$ cat src/rtl/rr_onoff_arbiter_if.sv
// rr_onoff_arbiter_if: request/release inputs and registered grant outputs shared by the arbiter and its requesters.
interface rr_onoff_arbiter_if #(parameter int N = 4);
    localparam int OW = (N > 2) ? $clog2(N) : 1;
    logic [N-1:0]  req;
    logic [N-1:0]  rel;
    logic [N-1:0]  gnt;
    logic          busy;
    logic [OW-1:0] owner;
    logic          timeout;
    modport slave  (input req, rel, output gnt, busy, owner, timeout);
    modport master (output req, rel, input gnt, busy, owner, timeout);
endinterface

$ cat src/rtl/rr_onoff_arbiter.sv
// rr_onoff_arbiter: round-robin Moore arbiter for one on/off resource, with a one-cycle dead gap between owners and an optional hold-time limit.
module rr_onoff_arbiter #(
    parameter int N        = 4,
    parameter int MAX_HOLD = 8
) (
    input logic              clk,
    input logic              reset,
    rr_onoff_arbiter_if.slave bus
);
    localparam int OW = (N > 2) ? $clog2(N) : 1;
    localparam int HW = (MAX_HOLD > 2) ? $clog2(MAX_HOLD) : 1;
    localparam logic [HW-1:0] HOLD_LAST = HW'((MAX_HOLD > 0) ? MAX_HOLD - 1 : 0);

    typedef enum logic [1:0] {IDLE, GRANT, GAP} state_t;

    state_t        r_state, w_state;
    logic [N-1:0]  r_gnt, w_gnt;
    logic [OW-1:0] r_owner, w_owner, r_ptr, w_ptr, w_sel, w_owner_inc;
    logic [HW-1:0] r_hold, w_hold;
    logic          r_busy, r_timeout, w_timeout, w_found;

    // Scan from the highest offset down so the lowest offset past ptr wins.
    always_comb begin
        w_found = 1'b0;
        w_sel   = '0;
        for (int k = N - 1; k >= 0; k--) begin
            if (bus.req[(int'(r_ptr) + k) % N]) begin
                w_found = 1'b1;
                w_sel   = OW'((int'(r_ptr) + k) % N);
            end
        end
    end

    assign w_owner_inc = (r_owner == OW'(N - 1)) ? '0 : r_owner + OW'(1);

    always_comb begin
        w_state   = r_state;
        w_gnt     = r_gnt;
        w_owner   = r_owner;
        w_ptr     = r_ptr;
        w_hold    = r_hold;
        w_timeout = 1'b0;
        case (r_state)
            GRANT: begin
                if (bus.rel[r_owner]) begin
                    w_state = GAP;
                    w_gnt   = '0;
                    w_ptr   = w_owner_inc;
                end else if (MAX_HOLD != 0 && r_hold == HOLD_LAST) begin
                    w_state   = GAP;
                    w_gnt     = '0;
                    w_ptr     = w_owner_inc;
                    w_timeout = 1'b1;
                end else begin
                    w_hold = r_hold + HW'(1);
                end
            end
            default: begin
                w_state = w_found ? GRANT : IDLE;
                w_gnt   = w_found ? (N'(1) << w_sel) : '0;
                w_owner = w_found ? w_sel : r_owner;
                w_hold  = '0;
            end
        endcase
    end

    always_ff @(posedge clk) begin
        if (!reset) begin
            r_state   <= IDLE;
            r_gnt     <= '0;
            r_busy    <= 1'b0;
            r_owner   <= '0;
            r_ptr     <= '0;
            r_hold    <= '0;
            r_timeout <= 1'b0;
        end else begin
            r_state   <= w_state;
            r_gnt     <= w_gnt;
            r_busy    <= |w_gnt;
            r_owner   <= w_owner;
            r_ptr     <= w_ptr;
            r_hold    <= w_hold;
            r_timeout <= w_timeout;
        end
    end

    assign bus.gnt     = r_gnt;
    assign bus.busy    = r_busy;
    assign bus.owner   = r_owner;
    assign bus.timeout = r_timeout;
endmodule

$ cat src/flat_wrapper.sv
// flat-port wrapper written by rule: the top's interface ports become plain ports
module rr_onoff_arbiter_flat 
#(
    parameter int N        = 4,
    parameter int MAX_HOLD = 8
)
  (clk, reset, bus_req, bus_rel, bus_gnt, bus_busy, bus_owner, bus_timeout);
  rr_onoff_arbiter_if #(.N(N)) bus_i ();
  input logic clk;
  input logic reset;
  input wire logic [$bits(bus_i.req)-1:0] bus_req;
  input wire logic [$bits(bus_i.rel)-1:0] bus_rel;
  output wire logic [$bits(bus_i.gnt)-1:0] bus_gnt;
  output wire logic [$bits(bus_i.busy)-1:0] bus_busy;
  output wire logic [$bits(bus_i.owner)-1:0] bus_owner;
  output wire logic [$bits(bus_i.timeout)-1:0] bus_timeout;
  assign bus_i.req = bus_req;
  assign bus_i.rel = bus_rel;
  assign bus_gnt = bus_i.gnt;
  assign bus_busy = bus_i.busy;
  assign bus_owner = bus_i.owner;
  assign bus_timeout = bus_i.timeout;
  rr_onoff_arbiter #(.N(N), .MAX_HOLD(MAX_HOLD)) u_core (.clk(clk), .reset(reset), .bus(bus_i));
endmodule
$ cat config.mk
export PLATFORM = sky130hd
export DESIGN_NAME = rr_onoff_arbiter_flat
export DESIGN_NICKNAME = d
export VERILOG_FILES = /design/src/rtl/rr_onoff_arbiter_if.sv /design/src/rtl/rr_onoff_arbiter.sv /design/src/flat_wrapper.sv
export SDC_FILE = /design/constraint.sdc
export NUM_CORES = 1
export LEC_CHECK = 0
export BUFFER_PORTS_ARGS = -buffer_cell sky130_fd_sc_hd__buf_2
export CAP_MARGIN = 10
export CELL_PAD_IN_SITES_DETAIL_PLACEMENT = 1
export CELL_PAD_IN_SITES_GLOBAL_PLACEMENT = 2
export CORE_MARGIN = 2
export CORE_UTILIZATION = 30
export DETAILED_ROUTE_END_ITERATION = 16
export PLACE_DENSITY_LB_ADDON = 0.2
export SLEW_MARGIN = 30
export SYNTH_ARGS = -nofsm -noshare
export SYNTH_HDL_FRONTEND = slang
export SYNTH_SLANG_ARGS = --single-unit
$ cat constraint.sdc
create_clock -name clk -period 1.9 [get_ports clk]
set_input_delay 0.38 -clock clk [delete_from_list [all_inputs] [get_ports clk]]
set_output_delay 0.38 -clock clk [all_outputs]
set_load 0.02 [all_outputs]
==> run_results.csv, run 1 <==
group,metric,value,unit
drt,firstDrtPassIters,4,
global_route,grt_pass1_vias,589,
synthesis,ys.flop_type,"dfxtp_1",
cts,numCtsBuffers,3,
pwr,leakage,0.399,nW
cells_and_area,fin_area,867,um^2
placement,place_area,840,um^2
cells_and_area,final_cells,122,
pwr,vdd_ir_drop_max,0.000284,V
drt,drt_iter0_drc,5,
global_route,grt_max_degree,12,
cells_and_area,multiInputGateArea,393,um^2
synthesis,syn_nets,86,
critical_path,worstSetupPathType,"reg -> reg",
global_route,grt_util_all_layers,13.0,%
cts,hold_buffers,0,
cts,htreeDepth,1,
placement,place.gp.congestion,0.736,
critical_path,crit_slowest_cell,"mux4_2",
sta,min_period,1.59,ns
critical_path,crit_chain,"mux4_2, nor2_8, mux2i_1, nor2_1",
cts,cts.path.max_buffers,2,
min_path,hp-class,"in -> reg",
cells_and_area,area.growth.synth_to_final,21.8,%
critical_path,critPathLaunch,"u_core.bus.owner[0]",
floorplan,die_h,52.7,um
sta,slew_headroom,73.1,%
sta,clock_skew,0.00226,ns
floorplan,die_width,52.7,um
critical_path,crit_arrival,1.76,ns
critical_path,crit_path_start_kind,"flip-flop",
sta,layout_setup_ws,0.310,ns
min_path,holdPathStages,3,
floorplan,initial_core_util,31.9,%
placement,place_hpwl,1240,um
drt,drt-total-wl,1550,um
drt,routedWlPerCell,12.7,um
global_route,grt_pass1_wl,2590,um
critical_path,slowest_delay,0.63,ns
cells_and_area,mostFrequentLayoutCell,"buf_2",
cts,clkSinkCount,15,
cells_and_area,mostFrequentLayoutCells,"buf_2 (17), dfxtp_1 (15), nor2_1 (7)",
critical_path,cp-end-kind,"flip-flop",
critical_path,r2r-start,"u_core.bus.owner[0]",
floorplan,die_area,0.00278,mm^2
floorplan,std_cell_rows,17,
cts,clk_latency,0.28,ns
synthesis,synth_edf_count,0,
synthesis,synthCells,73,
synthesis,synth.avg_cell_area,9.75,um^2
critical_path,endpoint,"u_core.r_hold[2]",
sta,period_share,83.7,%
cells_and_area,fin_nets,108,
cts,cts_setup_buffers,0,
synthesis,synth-seq-cells,15,
global_route,antenna_found_initial,0,
global_route,grt-ovfl-total,0,
critical_path,regToRegSetupSlack,0.31,ns
cells_and_area,seq_area,300,um^2
sta,rsz0062_at_grt,"false",
run_status,status,"finished, final reports clean",
pwr,total_power,0.000687,W
placement,dp_cells,118,
placement,post-place-ws,0.303,ns
sta,slew_violations,0,
floorplan,num_io_pins,18,
cells_and_area,drive_gt1_share,28.7,%
pwr,power_density,793,mW/mm^2
floorplan,design.core.area,0.00223,mm^2
critical_path,crit_required,2.07,ns
synthesis,ys_warn_count,0,
drt,postRouteAntennaNets,0,
sta,final-setup-viol-count,0,
synthesis,ys_seq_area_share,42.2,%
placement,port-buffer-count,17,
cts,cts_resized,0,
critical_path,cp_max_fo,7,
critical_path,r2r_end,"u_core.r_hold[2]",
cts,path_clk_slew,0.09,ns
drt,vias_per_cell,5.20,
sta,hold_viol,0,
run,cap_violations,0,
cts,cts_tree,"built",
synthesis,async_flop_share,0,%
sta,worst_pin_slew,0.399,ns
cells_and_area,n_fill_cell,274,
critical_path,r2r_cells,4,
sta,timing.fmax,0.629,GHz
synthesis,synth_cell_types,30,
sta,fin_tns_setup,0,ns
cells_and_area,antenna_cells,0,
drt,dr_total_vias,635,
synthesis,synth_area,712,um^2
cts,cts-root-buf,"clkbuf_4",
drt,drc,0,
==> kinds of logic after synthesis <==
kind of cell	synth area share [%]
AND/OR/NAND/NOR	20.2
buffers and inverters	2.64
XOR/XNOR	1.23
multiplexers	5.98
AO/OA/AOI/OAI	22.5
flip-flops	42.2
adder cells (fa/ha/maj)	5.27
==> routing by layer <==
metal / share of wire, % / up-vias / global-route usage (%) / wire [um]
met3: 4.8 / 2 / 2.86 / 74
met5: 0 / - / 0 / 0
met1: 50 / 302 / 17.7 / 779
li1: - / 317 / - / -
met4: 0.84 / 0 / 5.13 / 13
met2: 44 / 14 / 19.6 / 685
==> cell usage after synthesis, types with 2 or more instances <==
master     n  share of area [%]
nor2b_1    2                1.8
nor2_1     7                3.7
ha_1       3                5.3
mux2i_1    2                2.8
nand4_1    2                1.8
inv_1      3                1.6
o31ai_1    3                3.2
a21oi_1    5                3.5
dfxtp_1   15                 42
clkbuf_1   2                1.1
nand3_1    2                1.4
a21o_1     3                3.2
nand2_1    2                1.1
a32o_1     2                2.8
nand2b_1   3                2.6
o21ai_0    3                2.1
==> final cells by class <==
cell class | instances | area share [%]
Sequential cell | 15 | 34.6
Clock buffer | 3 | 2.60
Inverter | 3 | 1.30
Multi-Input combinational cell | 53 | 45.3
Timing Repair Buffer | 19 | 11.5
Tap cell | 28 | 4.04
Clock inverter | 1 | 0.577
==> metrics by stage <==
stage	utilization (%)	hold WS, ns
2_1_floorplan	-	0.452
3_3_place_gp	37.6	0.473
3_5_place_dp	37.6	0.479
4_1_cts	38.8	0.414
5_1_grt	38.8	0.448
6_report	38.8	0.425
==> where the power goes <==
group / leakage (nW) / internal, W / total (W) / switching (W)
Combinational: 0.258 / 0.0000661 / 0.000158 / 0.0000916
Sequential: 0.123 / 0.000336 / 0.000351 / 0.0000156
Clock: 0.0177 / 0.0000780 / 0.000179 / 0.000101
Total: 0.399 / 0.000480 / 0.000687 / 0.000208
==> state kept, by name, indices dropped and copies added, names as in the netlist <==
name	count
u_core.bus.gnt	4
u_core.r_hold	3
u_core.bus.owner	2
u_core.r_ptr	2
u_core.r_state	2
u_core.bus.busy	1
u_core.bus.timeout	1
==> worst min-delay path by stage <==
| stage | from | to | slack, ns |
|---|---|---|---|
| after global routing | reset | u_core.bus.gnt[1] | 0.45 |
| final | reset | u_core.r_ptr[1] | 0.43 |
| after CTS | reset | u_core.r_ptr[1] | 0.41 |
| after floorplan | u_core.r_ptr[0] | u_core.r_ptr[0] | 0.45 |
| after detailed placement | u_core.bus.gnt[0] | u_core.bus.gnt[0] | 0.48 |
| after global placement | u_core.bus.gnt[2] | u_core.bus.gnt[2] | 0.47 |
==> worst max-delay path: cells and delay by family, from the launching register on <==
kind / cells / cell delay [ns]
multiplexers: 2 / 0.83
AND/OR/NAND/NOR: 2 / 0.23
flip-flops: 1 / 0.43
No activity file was read; power rests on OpenSTA's default activity.
==> inputs of run 2 (changes only) <==
--- a/config.mk
+++ b/config.mk
@@ -5,12 +5,13 @@
 export SDC_FILE = /design/constraint.sdc
 export NUM_CORES = 1
 export LEC_CHECK = 0
+export ABC_AREA = 1
 export BUFFER_PORTS_ARGS = -buffer_cell sky130_fd_sc_hd__buf_2
 export CAP_MARGIN = 10
 export CELL_PAD_IN_SITES_DETAIL_PLACEMENT = 1
 export CELL_PAD_IN_SITES_GLOBAL_PLACEMENT = 2
 export CORE_MARGIN = 2
-export CORE_UTILIZATION = 30
+export CORE_UTILIZATION = 26
 export DETAILED_ROUTE_END_ITERATION = 16
 export PLACE_DENSITY_LB_ADDON = 0.2
 export SLEW_MARGIN = 30
==> constraint.sdc (replaced) <==
create_clock -name clk -period 1.4 [get_ports clk]
set_input_delay 0.28 -clock clk [delete_from_list [all_inputs] [get_ports clk]]
set_output_delay 0.28 -clock clk [all_outputs]
set_load 0.02 [all_outputs]
==> run 2 against run 1 <==
Compared with the run above:
- the flow now finishes with violations (negative setup slack)
- routed wire length grew 74%
- hold slack lost 0.15 ns
- non-clock buffer count grew 22
- worst setup slack lost 0.52 ns
- synthesized area grew 27%
- final area grew 78%
- count of clock-buffer cells in the layout is the same
- first-iteration DRC count grew 100%
- critical path type unchanged
==> run_results.csv, run 2 <==
group,metric,value,unit
run_status,status,"finished with violations",
run_status,violations,"negative setup slack",
global_route,grt_max_degree,10,
synthesis,synth.avg_cell_area,6.98,um^2
sta,layout_setup_ws,-0.208,ns
cells_and_area,mostFrequentLayoutCells,"nand2_1 (20), buf_4 (20), buf_2 (17)",
critical_path,r2r-start,"u_core.r_ptr[0]",
cells_and_area,fin_nets,187,
min_path,min_from,"reset",
sta,rsz0062_at_grt,"true",
sta,period_share,115,%
placement,place.gp.congestion,0.735,
cts,htreeDepth,1,
floorplan,die_area,0.00395,mm^2
synthesis,synth_top_area_share,33.3,%
sta,slew_violations,0,
cells_and_area,area.growth.synth_to_final,71.1,%
drt,routedWlPerCell,12.3,um
synthesis,ys_seq_area_share,33.3,%
global_route,grt-ovfl-total,0,
cells_and_area,final_cells,219,
floorplan,initial_core_util,27.0,%
cells_and_area,antenna_cells,0,
cells_and_area,drive_gt1_share,61.8,%
synthesis,async_flop_share,0,%
cts,cts-root-buf,"clkbuf_4",
critical_path,crit_arrival,1.84,ns
cts,clkSinkCount,15,
placement,port-buffer-count,17,
placement,dp_cells,207,
drt,postRouteAntennaNets,0,
sta,min_period,1.61,ns
drt,dr_total_vias,992,
sta,clock_skew,0.00695,ns
pwr,power_density,2190,mW/mm^2
critical_path,slowest_delay,0.38,ns
synthesis,synth_area,901,um^2
synthesis,synth_mux_area_share,0,%
synthesis,syn_nets,142,
synthesis,synth_fa_ha_area_share,4.17,%
cts,path_clk_slew,0.11,ns
synthesis,synth_edf_count,0,
synthesis,ys_top_cells_by_count,"nand2_1 (40), dfxtp_1 (15), inv_1 (14)",
sta,final-setup-viol-count,7,
cells_and_area,largest_register_ffs,4,
synthesis,synthSimpleGateAreaFrac,38.6,%
min_path,hp-class,"in -> reg",
cells_and_area,n_fill_cell,424,
synthesis,yosysMostFrequentCell,"nand2_1",
floorplan,std_cell_rows,21,
cts,hold_buffers,0,
critical_path,crit_chain,"buf_12, inv_16, nand2_4, nand2_4, nand2_1, nand2_2, nand2_4, a21oi_4, nand4_1, nand2_1, nor2_2, a21oi_2",
global_route,grt_util_all_layers,13.2,%
sta,worst_pin_slew,0.346,ns
cts,numCtsBuffers,3,
critical_path,cp-end-kind,"flip-flop",
pwr,leakage,0.708,nW
sta,timing.fmax,0.622,GHz
floorplan,die_width,62.9,um
synthesis,synthCells,129,
critical_path,cp_max_fo,6,
floorplan,die_h,62.9,um
drt,drt_iter0_drc,10,
synthesis,synth_area_leaders,"dfxtp_1 (33%), nand2_1 (17%), inv_1 (5.8%)",
sta,slew_headroom,76.7,%
global_route,antenna_found_initial,0,
synthesis,synth_top_family_by_area,"simple AND/OR/NAND/NOR gates",
global_route,grt_pass1_vias,966,
cts,cts.path.max_buffers,2,
global_route,grt_pass1_wl,4130,um
floorplan,design.core.area,0.00334,mm^2
synthesis,synth_compound_area_share,14.0,%
synthesis,ys_warn_count,0,
drt,firstDrtPassIters,2,
critical_path,crit_slowest_cell,"dfxtp_4",
critical_path,crit_path_start_kind,"flip-flop",
critical_path,crit_required,1.63,ns
placement,place_hpwl,1820,um
synthesis,synthXorXnorAreaFrac,0.972,%
cts,cts_tree,"built",
synthesis,synth-seq-cells,15,
drt,vias_per_cell,4.53,
critical_path,critPathLaunch,"u_core.r_ptr[0]",
synthesis,synth_cell_types,21,
sta,hold_viol,0,
synthesis,yosys.area.top_type,"dfxtp_1",
sta,worst_hold_slack,0.271,ns
critical_path,crit_top_cell,"nand2_4",
synthesis,ys.flop_type,"dfxtp_1",
drt,drt-total-wl,2700,um
cells_and_area,multiInputGateArea,764,um^2
run,cap_violations,0,
critical_path,regToRegSetupSlack,-0.21,ns
drt,drc,0,
critical_path,worstSetupPathType,"reg -> reg",
pwr,vdd_ir_drop_max,0.000738,V
floorplan,num_io_pins,18,
cts,clk_latency,0.29,ns
cells_and_area,seq_area,309,um^2
[run 2: cell types whose count changed in the layout (fill, tap and decap cells not counted), moves of 4 or more]
cell     before  now
inv_2         0    6
buf_4         2   20
nand3_2       0    4
dfxtp_2       0    4
dfxtp_1      15   10
nand3_4       0    4
inv_1         3   10
nand2_1       2   20
nand2_4       0   10
nand2_2       0   16
[run 2: final timing paths]
kind                                            end  cells past startpoint
worst max-delay path                u_core.bus.busy                     12
worst min-delay path            u_core.bus.owner[1]                      3
worst max register to register      u_core.bus.busy                     12
worst min register to register     u_core.r_hold[1]                      2
[run 2: report_power, final]
part | leakage (nW) | internal, W | switching (W)
clock network | 0.0177 | 0.000106 | 0.000162
logic | 0.565 | 0.00107 | 0.00139
registers | 0.125 | 0.000563 | 0.0000904
total | 0.708 | 0.00174 | 0.00164
[run 2: per-layer routing]
metal	vias to the layer above	GRT usage, %	share of wire, %
met2	14	20.6	49
li1	497	-	-
met1	477	17.5	48
met3	4	2.70	2.5
met4	0	5.83	1.3
met5	-	0	0
[run 2: cell type report]
class                      count  share of cell area [%]
timing repair buffer          41                    19.6
inverter                      17                    5.19
multi-input combinational     96                    49.6
tap                           46                    3.73
sequential                    15                    20.0
clock inverter                 1                   0.325
clock buffer                   3                    1.46
[run 2: cells by family (layout without fill, tap and decap cells)]
family                   after synthesis  in the layout
buffers and inverters                 18             62
AO/OA/AOI/OAI                         19             19
adder cells (fa/ha/maj)                3              3
flip-flops                            15             15
XOR/XNOR                               1              1
AND/OR/NAND/NOR                       73             73
[run 2: stage by stage]
| step | instance area [um^2] | util (%) | setup TNS [ns] | setup WS, ns | power [W] |
|---|---|---|---|---|---|
| 2_1_floorplan | 905 | - | 0 | 0.00708 | 0.00170 |
| 6_report | 1540 | 46.2 | -0.689 | -0.208 | 0.00338 |
| 3_3_place_gp | 1170 | 35.0 | -0.624 | -0.233 | 0.00230 |
| 4_1_cts | 1290 | 38.8 | -0.242 | -0.0992 | 0.00282 |
| 5_1_grt | 1540 | 46.2 | -1.31 | -0.279 | 0.00366 |
| 3_5_place_dp | 1170 | 35.0 | -0.563 | -0.185 | 0.00231 |
[run 2: critical path, delay by kind of cell, from the launching register on]
family	cells	cell delay [ns]
AO/OA/AOI/OAI	2	0.27
buffers and inverters	2	0.23
flip-flops	1	0.38
AND/OR/NAND/NOR	8	0.67
[run 2: repair_timing]
item / 4_1_cts / 5_1_grt
pin swaps: 6 / 13
endpoints found under the setup margin: 10 / 12
cloned: 0 / 1
buffers inserted: 4 / 3
endpoints found under the hold margin: 0 / 0
gates resized for setup: 23 / 46
